### config.mk
export PLATFORM = sky130hd
export DESIGN_NAME = riscv_if_align
export DESIGN_NICKNAME = d
export VERILOG_FILES = /design/src/rtl/riscv_if_align.sv
export SDC_FILE = /design/constraint.sdc
export NUM_CORES = 1
export LEC_CHECK = 0
export BUFFER_PORTS_ARGS = -buffer_cell sky130_fd_sc_hd__buf_2
export CAP_MARGIN = 20
export CORE_UTILIZATION = 54
export CTS_BUF_LIST = sky130_fd_sc_hd__clkbuf_4 sky130_fd_sc_hd__clkbuf_8
export CTS_CLUSTER_DIAMETER = 200
export DETAILED_ROUTE_END_ITERATION = 10
export PLACE_DENSITY = 0.84
export RECOVER_POWER = 100
export SLEW_MARGIN = 20
export SYNTH_ARGS = -nofsm -noshare
export SYNTH_HDL_FRONTEND = slang
export SYNTH_SLANG_ARGS = --single-unit
export TNS_END_PERCENT = 100
### constraint.sdc
create_clock -name clk -period 3.6 [get_ports clk]
set_input_delay 0.18 -clock clk [delete_from_list [all_inputs] [get_ports clk]]
set_output_delay 0.18 -clock clk [all_outputs]
set_load 0.1 [all_outputs]
### src/rtl/riscv_if_align.sv
// RV32IC fetch stage: PC, I-cache requests, 16/32-bit parcel realignment and the IF/ID register.
// Compressed parcels leave raw in inst_ppl[15:0]; expansion happens downstream.
module riscv_if_align #(
   parameter logic [31:0] RESET_PC = 32'h0000_0000,
   parameter logic [31:0] NOP_INST = 32'h0000_0013
) (
   input  logic        clk,
   input  logic        rst_n,
   input  logic        stall,
   input  logic        flush,
   input  logic        redirect_valid,
   input  logic [31:0] redirect_pc,
   output logic        icache_ren,
   output logic [29:0] icache_addr,
   input  logic [31:0] icache_rdata,
   input  logic        icache_stall,
   output logic [31:0] inst_ppl,
   output logic [31:0] pc_ppl,
   output logic        compressed_ppl
);

   typedef enum logic [1:0] {
      CASE_A,  // pc word aligned: word at pc needed
      CASE_B,  // compressed parcel already in hbuf
      CASE_C,  // 32-bit instruction straddles into next word
      CASE_D   // pc[1]=1 with empty hbuf: fill hbuf first
   } issue_case_t;

   issue_case_t cur_case;

   logic [31:0] pc_reg, pc_next;
   logic [15:0] hbuf_reg, hbuf_next;
   logic        hbuf_valid_reg, hbuf_valid_next;
   logic [31:0] whold_reg, whold_next;
   logic        whold_valid_reg, whold_valid_next;
   logic        req_out_reg, req_out_next;
   logic [29:0] req_addr_reg, req_addr_next;
   logic        discard_reg, discard_next;
   logic [31:0] inst_reg, inst_next;
   logic [31:0] pc_ppl_reg, pc_ppl_next;
   logic        comp_reg, comp_next;

   logic        need_word;
   logic [29:0] need_addr;
   logic        accept;
   logic        cache_word_ok;
   logic        have_word;
   logic [31:0] word;

   always_comb begin
      if (!pc_reg[1])
         cur_case = CASE_A;
      else if (!hbuf_valid_reg)
         cur_case = CASE_D;
      else if (hbuf_reg[1:0] == 2'b11)
         cur_case = CASE_C;
      else
         cur_case = CASE_B;
   end

   assign need_word   = (cur_case != CASE_B);
   assign need_addr   = (cur_case == CASE_C) ? pc_reg[31:2] + 30'd1 : pc_reg[31:2];
   // An outstanding request keeps ren/addr frozen whatever stall or redirect do.
   assign icache_ren  = rst_n && (req_out_reg || (need_word && !whold_valid_reg && !stall));
   assign icache_addr = req_out_reg ? req_addr_reg : need_addr;
   assign accept        = icache_ren && !icache_stall;
   assign cache_word_ok = accept && !discard_reg;
   assign have_word     = whold_valid_reg || cache_word_ok;
   assign word          = whold_valid_reg ? whold_reg : icache_rdata;

   always_comb begin
      pc_next          = pc_reg;
      hbuf_next        = hbuf_reg;
      hbuf_valid_next  = hbuf_valid_reg;
      whold_next       = whold_reg;
      whold_valid_next = whold_valid_reg;
      req_out_next     = icache_ren && icache_stall;
      req_addr_next    = icache_addr;
      discard_next     = (icache_ren && icache_stall) && (discard_reg || redirect_valid);
      inst_next        = inst_reg;
      pc_ppl_next      = pc_ppl_reg;
      comp_next        = comp_reg;

      if (redirect_valid) begin
         pc_next          = {redirect_pc[31:1], 1'b0};
         hbuf_valid_next  = 1'b0;
         whold_valid_next = 1'b0;
         if (!stall) begin
            inst_next   = NOP_INST;
            pc_ppl_next = pc_reg;
            comp_next   = 1'b0;
         end
      end else if (stall || flush) begin
         // Keep any word that arrives so it is not fetched again.
         if (cache_word_ok) begin
            whold_next       = icache_rdata;
            whold_valid_next = 1'b1;
         end
         if (!stall) begin
            inst_next   = NOP_INST;
            pc_ppl_next = pc_reg;
            comp_next   = 1'b0;
         end
      end else begin
         inst_next   = NOP_INST;
         pc_ppl_next = pc_reg;
         comp_next   = 1'b0;
         case (cur_case)
            CASE_A: if (have_word) begin
               whold_valid_next = 1'b0;
               if (word[1:0] != 2'b11) begin
                  inst_next       = {16'h0000, word[15:0]};
                  comp_next       = 1'b1;
                  hbuf_next       = word[31:16];
                  hbuf_valid_next = 1'b1;
                  pc_next         = pc_reg + 32'd2;
               end else begin
                  inst_next       = word;
                  hbuf_valid_next = 1'b0;
                  pc_next         = pc_reg + 32'd4;
               end
            end
            CASE_B: begin
               inst_next       = {16'h0000, hbuf_reg};
               comp_next       = 1'b1;
               hbuf_valid_next = 1'b0;
               pc_next         = pc_reg + 32'd2;
            end
            CASE_C: if (have_word) begin
               whold_valid_next = 1'b0;
               inst_next        = {word[15:0], hbuf_reg};
               hbuf_next        = word[31:16];
               hbuf_valid_next  = 1'b1;
               pc_next          = pc_reg + 32'd4;
            end
            default: if (have_word) begin
               whold_valid_next = 1'b0;
               hbuf_next        = word[31:16];
               hbuf_valid_next  = 1'b1;
            end
         endcase
      end
   end

   always_ff @(posedge clk) begin
      if (!rst_n) begin
         pc_reg          <= RESET_PC;
         hbuf_reg        <= 16'h0000;
         hbuf_valid_reg  <= 1'b0;
         whold_reg       <= 32'h0000_0000;
         whold_valid_reg <= 1'b0;
         req_out_reg     <= 1'b0;
         req_addr_reg    <= 30'h0;
         discard_reg     <= 1'b0;
         inst_reg        <= NOP_INST;
         pc_ppl_reg      <= 32'h0000_0000;
         comp_reg        <= 1'b0;
      end else begin
         pc_reg          <= pc_next;
         hbuf_reg        <= hbuf_next;
         hbuf_valid_reg  <= hbuf_valid_next;
         whold_reg       <= whold_next;
         whold_valid_reg <= whold_valid_next;
         req_out_reg     <= req_out_next;
         req_addr_reg    <= req_addr_next;
         discard_reg     <= discard_next;
         inst_reg        <= inst_next;
         pc_ppl_reg      <= pc_ppl_next;
         comp_reg        <= comp_next;
      end
   end

   assign inst_ppl       = inst_reg;
   assign pc_ppl         = pc_ppl_reg;
   assign compressed_ppl = comp_reg;

endmodule

After elaboration in Yosys (flattened, before gate mapping). Index checks and enable logic that the tools add are counted.

Add/subtract/negate cells: 3. Equal/unequal tests: 13. Multiplexer cells: 39. Bitwise operators: 4. Reductions and logical operators: 27.

Operators by type and width (count): 32-bit 2-to-1 mux (15); 32-bit one-hot mux with 3 select lines (2); 30-bit 2-to-1 mux (2); 16-bit 2-to-1 mux (3); 32-bit by 2-bit adder with 32-bit output (second input constant) (1); 32-bit by 3-bit adder with 32-bit output (second input constant) (1); 16-bit one-hot mux with 2 select lines (1); 30-bit by 1-bit adder with 30-bit output (second input constant) (1); 2-bit != test (second input constant) (7); 1-bit 2-to-1 mux (11); 3-bit AND reduction (3); 4-bit AND reduction (2); 1-bit logical AND (7); 2-bit 2-to-1 mux (3); 3-bit != test (second input constant) (2); 5-bit AND reduction (1); 2-bit equality test (second input constant) (2); 1-bit zero test (4); 1-bit logical OR (4); 1-bit NOT (4); 1-bit one-hot mux with 2 select lines (2); 2-bit nonzero test (2); 4-bit nonzero test (1); 3-bit nonzero test (1); other kinds (4) (4).

Register bits after elaboration: 179. Bits of input ports: 70. Output and inout bits: 96. Logic and storage cells: 98.

Longest topological paths before layout. Gate-level depths: netlist (run 1).

Word-level depth: 16. Gate-level depth with buffers: 9. Mapped depth without buffers: 7.

Worst setup path after synthesis (run 1). No wires, ideal clock.

Path kind: register to output. Start point: register pc_reg[3]. End point: output icache_addr[16]. Arrival: 3727 ps. Data required time: 3420 ps. Slack: -307 ps. Stages on the path, launching flop included: 8. Path buffers: 0. Cell sequence: dfxtp_1 > ha_1 > nand3_1 > or2_2 > nor4_1 > nand2_1 > xor2_1 > o21ai_0.

Word-level cells in the longest chain between the ends: 3.

RTL lines: start, declared (RTL line 31) `logic [31:0] pc_reg, pc_next;`; start signal, assigned (RTL line 159) `pc_reg <= pc_next;`; 30-bit by 1-bit adder with 30-bit output (RTL line 62) `assign need_addr = (cur_case == CASE_C) ? pc_reg[31:2] + 30'd1 : pc_reg[31:2];`; 30-bit 2-to-1 mux (RTL line 62); 30-bit 2-to-1 mux (RTL line 65) `assign icache_addr = req_out_reg ? req_addr_reg : need_addr;`; end, declared (RTL line 14) `output logic [29:0] icache_addr,`.

No other way between the ends.

Worst setup path after layout (run 1).
Start point: register pc_reg[1]. End point: output icache_addr[15].

Word-level cells in the longest chain between the ends: 4.

RTL lines: 2-bit 2-to-1 mux (RTL line 51) `if (!pc_reg[1])`; 2-bit equality test (RTL line 62); 30-bit 2-to-1 mux (RTL line 62); 30-bit 2-to-1 mux (RTL line 65).

No other way between the ends.

==> results of run 1 <==
## report_power, final
part | total (mW) | leakage (nW) | switching, mW | internal (mW)
combinational | 0.775 | 1.88 | 0.562 | 0.214
clock | 1.64 | 0.235 | 0.779 | 0.859
sequential | 2.11 | 1.45 | 0.0762 | 2.04
total | 4.53 | 3.57 | 1.42 | 3.11
## final timing paths
check | from | endpoint | slack [ns] | cells after the start
max reg2reg | pc_reg[1] | pc_reg[25] | 0.70 | 6
min | redirect_pc[4] | pc_reg[4] | 0.01 | 3
max | pc_reg[1] | icache_addr[15] | 0.23 | 9
min reg2reg | inst_ppl[8] | inst_ppl[8] | 0.46 | 2
## worst register-to-register path: cells and delay by family, from the launching register on
family           cells  cell delay [ns]
XOR/XNOR             1             0.19
flip-flops           1             0.69
AND/OR/NAND/NOR      3             0.95
AO/OA/AOI/OAI        2             0.96
## cell families (layout without fill, tap and decap cells)
group	Yosys count	in the layout	synth area share (%)
flip-flops	178	178	42.9
XOR/XNOR	53	53	5.59
AO/OA/AOI/OAI	265	265	19.7
multiplexers	66	66	8.20
adder cells (fa/ha/maj)	3	3	0.452
AND/OR/NAND/NOR	338	338	18.6
buffers and inverters	92	278	4.49
## cell usage in the layout (no fill, tap or decap), drive strengths merged, types with 4 or more instances in the layout
| cell type | n |
|---|---|
| a2111oi | 5 |
| a211oi | 29 |
| a21oi | 83 |
| a22oi | 13 |
| a2bb2oi | 14 |
| and2 | 29 |
| and3 | 5 |
| and4 | 4 |
| buf | 81 |
| bufinv | 5 |
| clkbuf | 118 |
| clkinv | 4 |
| dfxtp | 178 |
| dlygate4sd3 | 53 |
| inv | 15 |
| mux2 | 16 |
| mux2i | 50 |
| nand2 | 152 |
| nand3 | 24 |
| nand4 | 12 |
| nor2 | 78 |
| nor3 | 15 |
| nor4 | 6 |
| o21ai | 96 |
| o32a | 4 |
| or3 | 4 |
| xnor2 | 44 |
| xor2 | 9 |
## final cells by class
class	instances	area, µm²	area share, %
Clock inverter	14	226	2.26
Clock buffer	18	248	2.47
Multi-Input combinational cell	725	4330	43.2
Sequential cell	178	3560	35.6
Timing Repair Buffer	234	1380	13.8
Inverter	12	45.0	0.449
Tap cell	184	230	2.30
## what timing repair did
| item | in CTS | in global routing |
|---|---|---|
| resized for setup | 0 | 2 |
| endpoints found under the setup margin | 0 | 3 |
| endpoints found under the hold margin | 53 | 0 |
| hold buffers | 53 | 0 |
## metal layers
| layer | wire (µm) | vias to the layer above | global-route usage (%) |
|---|---|---|---|
| met3 | 1850 | 61 | 7.99 |
| met4 | 698 | 0 | 14.7 |
| met1 | 9680 | 3645 | 36.4 |
| li1 | - | 3819 | - |
| met2 | 11800 | 383 | 51.8 |
| met5 | 0 | - | 0 |
==> impl_metrics.env, run 1 <==
export IMPL_drt_wirelength_per_cell_um=17.6
export IMPL_die_x_um=126
export IMPL_crit_buf_inv=3
export IMPL_outcome="complete, but fails checks"
export IMPL_io_pins=166
export IMPL_finalInstanceArea_um2=10000
export IMPL_post_cts_setup_buffers=0
export IMPL_dr_pass1_iters=6
export IMPL_initial_core_util_pct=56.3
export IMPL_final_util_pct=67.9
export IMPL_worst_slack_ns=0.226
export IMPL_crit_required_ns=3.42
export IMPL_synth_cell_type_count=60
export IMPL_stdcell_count=1365
export IMPL_placement_io_buffers=164
export IMPL_placementRows=44
export IMPL_critical_path_top_delay_family="buffers and inverters"
export IMPL_rsz0062_at_grt="no"
export IMPL_maxCapViolations=1
export IMPL_end_kind="primary output"
export IMPL_cp_slowest_cell="dfxtp_1"
export IMPL_grt_pass1_vias=7634
export IMPL_tightest_slew_ns=2.55
export IMPL_cts_tree="yes"
export IMPL_clk_latency_ns=0.48
export IMPL_hold_ws_ns=0.0134
export IMPL_placed_cells=1280
export IMPL_num_antenna_cells=0
export IMPL_yosys_area_top_type="dfxtp_1"
export IMPL_setup_viol=0
export IMPL_core_area_um2=14800
export IMPL_route_antenna_remaining_nets=0
export IMPL_start_kind="register"
export IMPL_synth_area_leaders="dfxtp_1 (43%), nand2_1 (6.8%), mux2i_1 (6.0%), o21ai_0 (5.5%), a21oi_1 (5.0%)"
export IMPL_min_period_ns=3.37
export IMPL_synth_async_reset_ratio_pct=0
export IMPL_hold_viol=0
export IMPL_yosysSeqAreaShare_pct=42.9
export IMPL_max_freq_mhz=296
export IMPL_leakage_nw=3.57
export IMPL_yosysMostFrequentCell="dfxtp_1"
export IMPL_cts_sinks=178
export IMPL_htree_num_levels=4
export IMPL_synth_area_um2=8300
export IMPL_power_density_nw_per_um2=452
export IMPL_clock_skew_ns=0.0142
export IMPL_cts_buffers=17
export IMPL_clockBufferDepth=2
export IMPL_cpPeakStageDelay_ns=0.69
export IMPL_worst_slew_margin_rel_pct=-69.9
export IMPL_finalCritPeriodShare_pct=93.7
export IMPL_slew_violations=36
export IMPL_n_fill_cell=1225
export IMPL_dp_hpwl_um=15100
export IMPL_synth_edff_count=0
export IMPL_synth_avg_cell_area_um2=8.35
export IMPL_final_nets=1241
export IMPL_vdd_ir_drop_max_uv=352
export IMPL_globalRouteTotalUtil_pct=30.7
export IMPL_min_path_type="primary input to register"
export IMPL_crit_fanout=17
export IMPL_wirelength_um=24000
export IMPL_fin_total_pwr_mw=4.53
export IMPL_gp_congestion=0.953
export IMPL_crit_chain="nand4_1 > buf_4 > nor3_2 > clkbuf_1 > nand2_1 > nor2_1 > xnor2_1 > o21ai_1 > clkbuf_2"
export IMPL_path_class="register to primary output"
export IMPL_synthesis_nets=1068
export IMPL_drt_first_iter_violations=581
export IMPL_grt_pass1_wl_um=38600
export IMPL_fp_dieH_um=126
export IMPL_path_clk_slew_ns=0.10
export IMPL_syn_instance_count=995
export IMPL_synth_top_area_share_pct=42.9
export IMPL_drive_gt1_share_pct=14.1
export IMPL_yosys_top_cells_count="dfxtp_1 (178), nand2_1 (150), o21ai_0 (92)"
export IMPL_area_growth_synth_to_final_pct=20.7
export IMPL_post_dp_cell_area_um2=9160
export IMPL_vias_per_cell=5.79
export IMPL_grt_overflow_total=0
export IMPL_arrival_ns=3.19
export IMPL_root_buffer="clkbuf_8"
export IMPL_antenna_found_initial=0
export IMPL_dp_worst_setup_slack_ns=0.688
export IMPL_vias=7908
export IMPL_synth_flop_cell="dfxtp_1"
export IMPL_dieArea_um2=15900
export IMPL_violations="capacitance limit, slew limit"
export IMPL_synth_seq_cells=178
export IMPL_grt_max_degree=61
export IMPL_drc=0
export IMPL_finalSetupTns_ns=0
export IMPL_yosys_warnings=0
Note: power is estimated with default switching activity, not from simulation.
==> run 2, diff against run 1 <==
==> constraint.sdc (replaced) <==
create_clock -name clk -period 4.26 [get_ports clk]
set_input_delay 0.213 -clock clk [delete_from_list [all_inputs] [get_ports clk]]
set_output_delay 0.213 -clock clk [all_outputs]
set_load 0.1 [all_outputs]
==> run 2 against run 1 <==
The flow still finishes with violations (capacitance limit, slew limit). Setup slack gained 0.20 ns. Total power shrank 20%. Routed wire length shrank 4.0%. Cell area shrank 2.7%. Critical path depth shrank 3. Critical path type unchanged. Largest cell class unchanged.
==> impl_metrics.env, run 2 (same netlist as run 1, synthesis figures left out) <==
export IMPL_maxCapViolations=1
export IMPL_ctsResizeCount=0
export IMPL_path_class="register to primary output"
export IMPL_grt_max_degree=88
export IMPL_grt_overflow_total=0
export IMPL_gp_congestion=0.931
export IMPL_dr_pass1_iters=5
export IMPL_rr_endpoint="pc_reg[25]"
export IMPL_crit_required_ns=4.05
export IMPL_die_x_um=126
export IMPL_dp_hpwl_um=15100
export IMPL_rsz0062_at_grt="no"
export IMPL_vias_per_cell=5.85
export IMPL_arrival_ns=3.62
export IMPL_drt_first_iter_violations=582
export IMPL_root_buffer="clkbuf_8"
export IMPL_cp_slowest_cell="clkbuf_1"
export IMPL_final_cell_mix="dfxtp_1 (177), nand2_1 (150), o21ai_0 (95)"
export IMPL_reg2regPathDepth=6
export IMPL_startpoint="hbuf_reg[0]"
export IMPL_route_antenna_remaining_nets=0
export IMPL_hold_viol=0
export IMPL_placement_io_buffers=164
export IMPL_fp_dieH_um=126
export IMPL_path_clk_slew_ns=0.09
export IMPL_vias=7843
export IMPL_fin_total_pwr_mw=3.62
export IMPL_leakage_nw=3.40
export IMPL_initial_core_util_pct=56.3
export IMPL_antenna_found_initial=0
export IMPL_grt_pass1_wl_um=37200
export IMPL_grt_pass1_vias=7488
export IMPL_htree_num_levels=4
export IMPL_mostFrequentLayoutCell="dfxtp_1"
export IMPL_worst_slew_margin_rel_pct=-68.8
export IMPL_setup_viol=0
export IMPL_min_period_ns=3.84
export IMPL_finalSetupTns_ns=0
export IMPL_seq_area_um2=3560
export IMPL_final_nets=1219
export IMPL_rr_startpoint="whold_valid_reg"
export IMPL_start_kind="register"
export IMPL_crit_buf_inv=1
export IMPL_hold_ws_ns=0.0234
export IMPL_wirelength_um=23100
export IMPL_dieArea_um2=15900
export IMPL_drc=0
export IMPL_outcome="complete, but fails checks"
export IMPL_min_path_type="primary input to register"
export IMPL_critical_path_top_delay_family="simple AND/OR/NAND/NOR gates"
export IMPL_finalCritPeriodShare_pct=90.0
export IMPL_slew_violations=37
export IMPL_core_area_um2=14800
export IMPL_max_freq_mhz=261
export IMPL_hold_depth=3
export IMPL_drt_wirelength_per_cell_um=17.2
export IMPL_cpPeakStageDelay_ns=0.87
export IMPL_hold_end="pc_reg[3]"
export IMPL_crit_fanout=12
export IMPL_area_growth_synth_to_final_pct=17.4
export IMPL_clockBufferDepth=2
export IMPL_cts_buffers=17
export IMPL_num_antenna_cells=0
export IMPL_n_fill_cell=1275
export IMPL_placementRows=44
export IMPL_violations="capacitance limit, slew limit"
export IMPL_tightest_slew_ns=2.53
export IMPL_drive_gt1_share_pct=12.6
export IMPL_vdd_ir_drop_max_uv=257
export IMPL_power_density_nw_per_um2=371
export IMPL_end_kind="primary output"
export IMPL_globalRouteTotalUtil_pct=29.4
export IMPL_cts_tree="yes"
export IMPL_hp_start="redirect_pc[3]"
export IMPL_clock_skew_ns=0.0134
export IMPL_multi_input_area_um2=4330
export IMPL_io_pins=166
export IMPL_cts_sinks=178
export IMPL_regToRegSetupSlack_ns=0.96
export IMPL_crit_chain="nand4_1 > nor3_2 > nand3_1 > xnor2_1 > mux2_1 > clkbuf_1"
export IMPL_final_util_pct=66.1
export IMPL_clk_latency_ns=0.47
==> run 2: changes by cell type in the layout (fill, tap and decap cells not counted), sizes merged <==
| cell | before | now |
|---|---|---|
| bufinv | 5 | 2 |
| inv | 15 | 11 |
| dlygate4sd3 | 53 | 36 |
| clkinvlp | 2 | 1 |
| clkinv | 4 | 2 |
| buf | 81 | 75 |
| clkbuf | 118 | 126 |
==> run 2: cell type report <==
class,count,share of cell area [%]
multi-input cells,725,44.5
well taps,184,2.36
flip-flops and latches,178,36.6
inverters,12,0.462
clock inverters,4,0.744
repair buffers,212,12.0
clock buffers,25,3.40
==> run 2: metrics by stage <==
stage               setup slack, ns  cells  cell area (µm²)
detailed placement            0.738   1274             9130
floorplan                     0.320    995             8300
finish                        0.425   1340             9750
global placement              0.852   1273             9110
CTS                           0.669   1339             9900
global route                  0.261   1340             9750
==> run 2: worst reg2reg max path: cells and delay by family, from the launching register on <==
kind / cells / cell delay [ns]
AO/OA/AOI/OAI: 2 / 0.95
XOR/XNOR: 1 / 0.20
flip-flops: 1 / 1.08
AND/OR/NAND/NOR: 3 / 0.96
==> run 2: report_power, final <==
| part | internal, mW | total [mW] | switching [mW] |
|---|---|---|---|
| clock network | 0.618 | 1.19 | 0.574 |
| registers | 1.72 | 1.79 | 0.0644 |
| logic | 0.166 | 0.637 | 0.471 |
| total | 2.51 | 3.62 | 1.11 |
==> run 2: timing repair <==
action / in CTS / in global routing
endpoints found under the hold margin: 36 / 0
hold buffers: 36 / 0
buffers inserted: 0 / 0
==> run 2: metal layers <==
metal  share of wire [%]  track usage, %  vias up
li1                    -               -     3765
met1                  42            36.0     3689
met2                  48            49.7      340
met3                 7.4            6.92       49
met4                 2.8            12.2        0
met5                   0               0        -
==> run 2: worst max path at each step <==
| stage | to | slack (ns) | cells after the start |
|---|---|---|---|
| 6_report | icache_addr[17] | 0.42 | 6 |
| 5_1_grt | icache_addr[23] | 0.26 | 6 |
| 4_1_cts | icache_addr[15] | 0.67 | 7 |
| 3_5_place_dp | inst_ppl[17] | 0.74 | 5 |
| 3_3_place_gp | inst_ppl[17] | 0.85 | 5 |
| 2_1_floorplan | icache_addr[16] | 0.32 | 7 |
